===== config.mk =====
export PLATFORM = sky130hd
export DESIGN_NAME = reset_sequencer
export DESIGN_NICKNAME = d
export VERILOG_FILES = /design/src/rtl/reset_seq_pkg.sv /design/src/rtl/reset_sync.sv /design/src/rtl/reset_sequencer.sv
export SDC_FILE = /design/constraint.sdc
export NUM_CORES = 1
export LEC_CHECK = 0
export BUFFER_PORTS_ARGS = -buffer_cell sky130_fd_sc_hd__buf_2
export CAP_MARGIN = 20
export CORE_MARGIN = 1.5
export CORE_UTILIZATION = 28
export CTS_CLUSTER_DIAMETER = 200
export DETAILED_ROUTE_END_ITERATION = 6
export PLACE_DENSITY = 0.45
export SLEW_MARGIN = 20
export SYNTH_ARGS = -nofsm -noshare
export SYNTH_HDL_FRONTEND = slang
export SYNTH_HIERARCHICAL = 1
export SYNTH_SLANG_ARGS = --single-unit

===== constraint.sdc =====
create_clock -name clk -period 1.43 [get_ports clk]
set_input_delay 0.286 -clock clk [delete_from_list [all_inputs] [get_ports clk]]
set_output_delay 0.286 -clock clk [all_outputs]
set_load 0.05 [all_outputs]

===== src/rtl/reset_seq_pkg.sv =====
// Shared types and sizing helpers for the reset sequencer.
// Imported by the sequencer top; the state enum is visible for any checker that binds in.
package reset_seq_pkg;

  typedef enum logic [1:0] {
    ASSERT     = 2'd0,
    RESET_WAIT = 2'd1,
    START_WAIT = 2'd2,
    DONE       = 2'd3
  } seq_state_e;

  // Counter must hold the longest single wait: the reset wait or the full start window.
  function automatic int cnt_width(input int reset_cycles, input int start_cycles,
                                   input int starts, input int stagger);
    int longest;
    longest = (stagger != 0) ? starts * start_cycles : start_cycles;
    if (reset_cycles > longest) longest = reset_cycles;
    return $clog2(longest + 1);
  endfunction

endpackage


===== src/rtl/reset_sync.sv =====
// Reset synchronizer: asserts asynchronously with reset_n, deasserts STAGES edges
// after reset_n goes high.
module reset_sync #(
  parameter int STAGES = 2
) (
  input  logic clk,
  input  logic reset_n,
  output logic rst_sync
);

  logic [STAGES-1:0] chain_q;

  // Shift ones in once reset_n is released.
  always_ff @(posedge clk or negedge reset_n) begin
    if (!reset_n) chain_q <= '0;
    else          chain_q <= {chain_q[STAGES-2:0], 1'b1};
  end

  assign rst_sync = chain_q[STAGES-1];

endmodule


===== src/rtl/reset_sequencer.sv =====
// Cycle-counted release of reset, start and delay-config lines with soft-reset re-run.
// Reset bits release together; start bits release together or staggered by START_CYCLES.
module reset_sequencer
  import reset_seq_pkg::*;
#(
  parameter int RESETS       = 1,
  parameter int STARTS       = 0,
  parameter int DELAYS       = 0,
  parameter int RESET_CYCLES = 10,
  parameter int START_CYCLES = 10,
  parameter int STAGGER      = 0,
  parameter int SYNC_STAGES  = 2
) (
  input  logic                                  clk,
  input  logic                                  reset_n,
  input  logic                                  soft_reset_req,
  input  logic [((DELAYS > 0) ? DELAYS : 1)-1:0] delay_cfg,
  output logic [RESETS+STARTS+DELAYS-1:0]       reset_n_out,
  output logic                                  busy,
  output logic                                  seq_done
);

  localparam int OW       = RESETS + STARTS + DELAYS;
  localparam int DW       = (DELAYS > 0) ? DELAYS : 1;
  localparam int SW       = (STARTS > 0) ? STARTS : 1;
  localparam int CW       = cnt_width(RESET_CYCLES, START_CYCLES, STARTS, STAGGER);
  localparam int LAST_THR = (STAGGER != 0) ? STARTS * START_CYCLES : START_CYCLES;

  if (RESETS < 1)       begin : g_chk_resets $error("RESETS must be >= 1"); end
  if (RESET_CYCLES < 1) begin : g_chk_rc     $error("RESET_CYCLES must be >= 1"); end
  if (START_CYCLES < 1) begin : g_chk_sc     $error("START_CYCLES must be >= 1"); end
  if (SYNC_STAGES < 2)  begin : g_chk_sync   $error("SYNC_STAGES must be >= 2"); end

  logic          rst_sync;
  seq_state_e    state_q, state_d;
  logic [CW-1:0] cnt_q, cnt_d, cnt_inc;
  logic          rel_q, rel_d;
  logic [SW-1:0] start_q, start_d;
  logic [DW-1:0] dly_q, dly_d;
  logic          done_q, done_d;
  logic          busy_q;
  logic          soft_hold_q;
  logic [OW-1:0] out_s;

  reset_sync #(.STAGES(SYNC_STAGES)) u_sync (
    .clk      (clk),
    .reset_n  (reset_n),
    .rst_sync (rst_sync)
  );

  function automatic logic [CW-1:0] start_thr(input int idx);
    if (STAGGER != 0) start_thr = CW'((idx + 1) * START_CYCLES);
    else              start_thr = CW'(START_CYCLES);
  endfunction

  // Next-state, counter and release decisions; a soft request overrides everything.
  always_comb begin
    state_d = state_q;
    cnt_d   = cnt_q;
    rel_d   = rel_q;
    start_d = start_q;
    done_d  = done_q;
    cnt_inc = cnt_q + CW'(1);
    if (state_q == ASSERT) dly_d = delay_cfg;
    else                   dly_d = dly_q;

    if (soft_reset_req) begin
      state_d = ASSERT;
      cnt_d   = '0;
      rel_d   = 1'b0;
      start_d = '0;
      done_d  = 1'b0;
    end else begin
      case (state_q)
        // The exit edge from ASSERT is the first counted edge; soft_hold_q keeps
        // ASSERT one extra edge after a soft request.
        ASSERT, RESET_WAIT: begin
          if (soft_hold_q) begin
            cnt_d = '0;
          end else if (cnt_inc == CW'(RESET_CYCLES)) begin
            rel_d = 1'b1;
            cnt_d = '0;
            if (STARTS > 0) begin
              state_d = START_WAIT;
            end else begin
              state_d = DONE;
              done_d  = 1'b1;
            end
          end else begin
            cnt_d   = cnt_inc;
            state_d = RESET_WAIT;
          end
        end
        START_WAIT: begin
          cnt_d = cnt_inc;
          for (int j = 0; j < SW; j++) begin
            if (cnt_inc >= start_thr(j)) start_d[j] = 1'b1;
            else                         start_d[j] = start_q[j];
          end
          if (cnt_inc >= CW'(LAST_THR)) begin
            state_d = DONE;
            done_d  = 1'b1;
          end else begin
            state_d = START_WAIT;
          end
        end
        DONE: begin
          state_d = DONE;
        end
        default: begin
          state_d = ASSERT;
          cnt_d   = '0;
        end
      endcase
    end
  end

  // Sequencing registers, held in reset by the synchronized reset.
  always_ff @(posedge clk or negedge rst_sync) begin
    if (!rst_sync) begin
      state_q     <= ASSERT;
      cnt_q       <= '0;
      rel_q       <= 1'b0;
      start_q     <= '0;
      dly_q       <= '0;
      done_q      <= 1'b0;
      busy_q      <= 1'b1;
      soft_hold_q <= 1'b0;
    end else begin
      state_q     <= state_d;
      cnt_q       <= cnt_d;
      rel_q       <= rel_d;
      start_q     <= start_d;
      dly_q       <= dly_d;
      done_q      <= done_d;
      busy_q      <= ~done_d;
      soft_hold_q <= soft_reset_req;
    end
  end

  // Pack resets, starts and delays onto the output bus.
  always_comb begin
    out_s              = '0;
    out_s[RESETS-1:0]  = {RESETS{rel_q}};
    for (int j = 0; j < STARTS; j++) out_s[RESETS+j] = start_q[j];
    for (int k = 0; k < DELAYS; k++) out_s[RESETS+STARTS+k] = dly_q[k];
  end

  assign reset_n_out = out_s;
  assign busy        = busy_q;
  assign seq_done    = done_q;

endmodule

==> run summary <==
The violation count after the first detailed-route iteration is 4. The fraction of final layout cells sized beyond drive strength 1 is 45.7%. The total area inside the core boundary comes to 2170 um^2. Dividing the synthesized area by the synthesized cell count gives 9.23 um^2.

Clock-pin slew was measured on the worst setup and hold paths at 0.07 ns. Leaving out fill and tap cells, the most frequent cells in the layout are sky130_fd_sc_hd__buf_4 (13), sky130_fd_sc_hd__dfrtp_1 (9), sky130_fd_sc_hd__inv_1 (7), sky130_fd_sc_hd__nand2_1 (5), sky130_fd_sc_hd__buf_2 (5). The tree is rooted in a sky130_fd_sc_hd__clkbuf_4. The area fraction of the dominant cell type after synthesis is 43.2%.

The ratio of total power to cell area is 761 nW/um^2. The residual DRC count came out at 0. Global routing finished with a remaining overflow of 0.

The synthesized netlist net count is 75. For the final database, setup skew stands at 0.00352 ns. The height of the die came out at 50.7 um.

The arrival time at the worst endpoint is 1.67 ns. The initial antenna violation count is 0. Entering global routing, the biggest net connects 12 pins. The worst hold path belongs to the class reg -> async.

The post-synthesis cell count is 69. Yosys mapped the design onto 30 distinct sky130hd cell types. The run finished, with violations left. The routability-driven placement congestion ratio came out at 0.757. The site row count is 17. The hold violation total from the final report was 0.

The total setup violations reported at the end of the flow came out at 4. The number of nets in the finished design is 99. The post-synthesis to final-layout area growth came out at 47.9%. The critical path is of the reg -> reg type. The routed wire length came out at 1540 um.

The final reports fail on negative setup slack. The sequential area share after synthesis came out at 47.3%. The worst vdd rail ir drop came out at 0.000586 V. The half-perimeter wire length of the detailed placement result came out at 1080 um. After synthesis, the cell types taking the most area are sky130_fd_sc_hd__dfrtp_1 (43%), sky130_fd_sc_hd__inv_1 (4.7%), sky130_fd_sc_hd__dfstp_2 (4.1%). The post-route standard cell area excluding fillers is 942 um^2.

The max-slew violation count is 0. The number of clock buffers inserted by TritonCTS is 3. Setup repair after global routing could not meet its margin everywhere. The placed instances occupy a cell area of 807 um^2.

The number of storage elements in the synthesis netlist came out at 12. The overall global routing resource usage came out at 14.5%. The number of optimization iterations in the first detailed-route pass is 4.

The via count of the first global-routing pass came out at 588. The maximum operating frequency is 659 MHz. The average vias per placed instance came out at 4.94.

The count of boundary I/O pins came out at 7. The sort of element at the start of the critical path is a flip-flop. The level count of the clock H-tree is 1. The placed cell count is 111.

The die outline area is 2570 um^2. In this run the static leakage power is 0.376 nW. The share of the clock period used by the worst path after layout came out at 106%. The count of input and output buffers is 5. STA puts the critical path data required time at 1.59 ns. The routed design could run at a clock period as short as 1.52 ns.

The detail route stage leaves a number of antenna-violating nets equal to 0. After synthesis the cells add up to 637 um^2. The die extent in x is 50.7 um.

Leaving out fill and tap cells, the most frequent cell in the layout is sky130_fd_sc_hd__buf_4. The insertion delay to the later sink of the worst-skew pair came out at 0.27 ns. The post-detailed-route wirelength per cell is 12.9 um.

For this run, the number of Yosys warnings is 6. TritonCTS built the clock tree. The total of fill cells in the finished design came out at 219. The number of antenna cells inserted came out at 0.

The routed layout has 593 vias. The worst-case setup margin in the final layout came out at -0.0871 ns. The clock passes through at most 2 buffers. The count of maximum capacitance violations came out at 0.

Along the worst path, the maximum fanout reaches 6. The library cell with the largest summed area after synthesis is sky130_fd_sc_hd__dfrtp_1. The TritonCTS sink count is 12. The global-route wire length before repair came out at 2730 um.

STA classifies the critical path endpoint as a flip-flop. Excluding fillers, the count of instances in the completed layout stands at 120. The starting density of the core is 29.4%.
power by group:
group          switching (mW)  internal [mW]
logic                  0.0354         0.0484
clock network           0.110          0.155
registers              0.0185          0.350
cells in the mapped netlist:
master / count
sky130_fd_sc_hd__o21ai_1: 3
sky130_fd_sc_hd__dfstp_2: 1
sky130_fd_sc_hd__a21oi_1: 4
sky130_fd_sc_hd__ha_1: 2
sky130_fd_sc_hd__dfrtp_1: 11
sky130_fd_sc_hd__a2111oi_0: 1
sky130_fd_sc_hd__nand3_1: 3
sky130_fd_sc_hd__and3_1: 1
sky130_fd_sc_hd__nor4bb_1: 1
sky130_fd_sc_hd__a41oi_1: 1
sky130_fd_sc_hd__nor3b_1: 1
sky130_fd_sc_hd__buf_2: 1
sky130_fd_sc_hd__inv_1: 8
sky130_fd_sc_hd__and3b_1: 1
sky130_fd_sc_hd__nand3b_1: 1
sky130_fd_sc_hd__nor3_1: 3
sky130_fd_sc_hd__a31oi_1: 1
sky130_fd_sc_hd__a211oi_1: 3
sky130_fd_sc_hd__or2_2: 1
sky130_fd_sc_hd__nor2b_1: 2
sky130_fd_sc_hd__o22ai_1: 1
sky130_fd_sc_hd__a21bo_2: 1
sky130_fd_sc_hd__conb_1: 1
sky130_fd_sc_hd__a2111o_1: 1
sky130_fd_sc_hd__nor2_1: 3
sky130_fd_sc_hd__and3_2: 1
sky130_fd_sc_hd__nand4_1: 2
sky130_fd_sc_hd__o21ai_0: 3
sky130_fd_sc_hd__nand2_1: 5
sky130_fd_sc_hd__a31o_1: 1
routing by layer:
metal,GRT usage [%],routed length (um),vias to the layer above
li1,-,-,294
met1,18.5,707,289
met2,23.5,765,8
met3,4.46,56,2
met4,4.05,12,0
met5,0,0,-
kinds of logic after synthesis:
family | count (synthesis) | synth area share [%]
simple gates | 25 | 21.8
flops | 12 | 47.3
fa+ha+maj | 2 | 3.93
buf+inv | 9 | 5.50
other cells | 1 | 0.589
compound gates | 20 | 20.8
repair_timing:
item | 4_1_cts | 5_1_grt
hold buffers | 1 | 0
buffers inserted | 4 | 0
endpoints found under the setup margin | 7 | 8
resized for setup | 5 | 8
endpoints found under the hold margin | 2 | 0
cloned | 0 | 0
pin swaps | 11 | 12
final timing paths:
path	to	slack, ns	cells past startpoint	from
worst max-delay path	cnt_q[3]	-0.09	4	cnt_q[0]
worst min-delay path	cnt_q[2]	0.16	0	u_sync/chain_q[1]
worst max register to register	cnt_q[3]	-0.09	4	cnt_q[0]
worst min register to register	cnt_q[2]	0.16	0	u_sync/chain_q[1]
max in group asynchronous	busy	0.95	0	u_sync/chain_q[1]
min in group clk	soft_hold_q	0.26	1	soft_reset_req
critical path, stage by stage (launching register included):
cell and delay (ns):
sky130_fd_sc_hd__dfrtp_2 0.48, sky130_fd_sc_hd__a21bo_2 0.24, sky130_fd_sc_hd__a2111o_1 0.46, sky130_fd_sc_hd__a41oi_2 0.14, sky130_fd_sc_hd__o21ai_1 0.07
per-stage QoR:
step / setup slack (ns) / power (mW) / setup TNS (ns) / hold WS [ns] / util [%]
2_1_floorplan: -0.00224 / 0.406 / -0.00224 / -0.00959 / -
5_1_grt: -0.191 / 0.752 / -0.616 / 0.204 / 43.4
4_1_cts: -0.0758 / 0.722 / -0.160 / 0.184 / 41.9
3_5_place_dp: -0.109 / 0.437 / -0.368 / 0.0733 / 37.2
6_report: -0.0871 / 0.717 / -0.201 / 0.160 / 43.4
3_3_place_gp: -0.118 / 0.437 / -0.340 / 0.0712 / 37.2
flip-flops by register name, indices dropped and copies added (netlist names):
name	count
busy	1
soft_hold_q	1
state_q	2
reset_n_out	1
u_sync/chain_q	2
seq_done	1
cnt_q	4
layout make-up:
class                           count  area (um^2)  area share, %
Timing Repair Buffer               20          144           15.3
Sequential cell                    12          304           32.3
Tap cell                           28         35.0           3.72
Inverter                            8         30.0           3.19
Multi-Input combinational cell     48          393           41.7
Clock buffer                        4         36.3           3.85
Note: power is estimated with default switching activity, not from simulation.
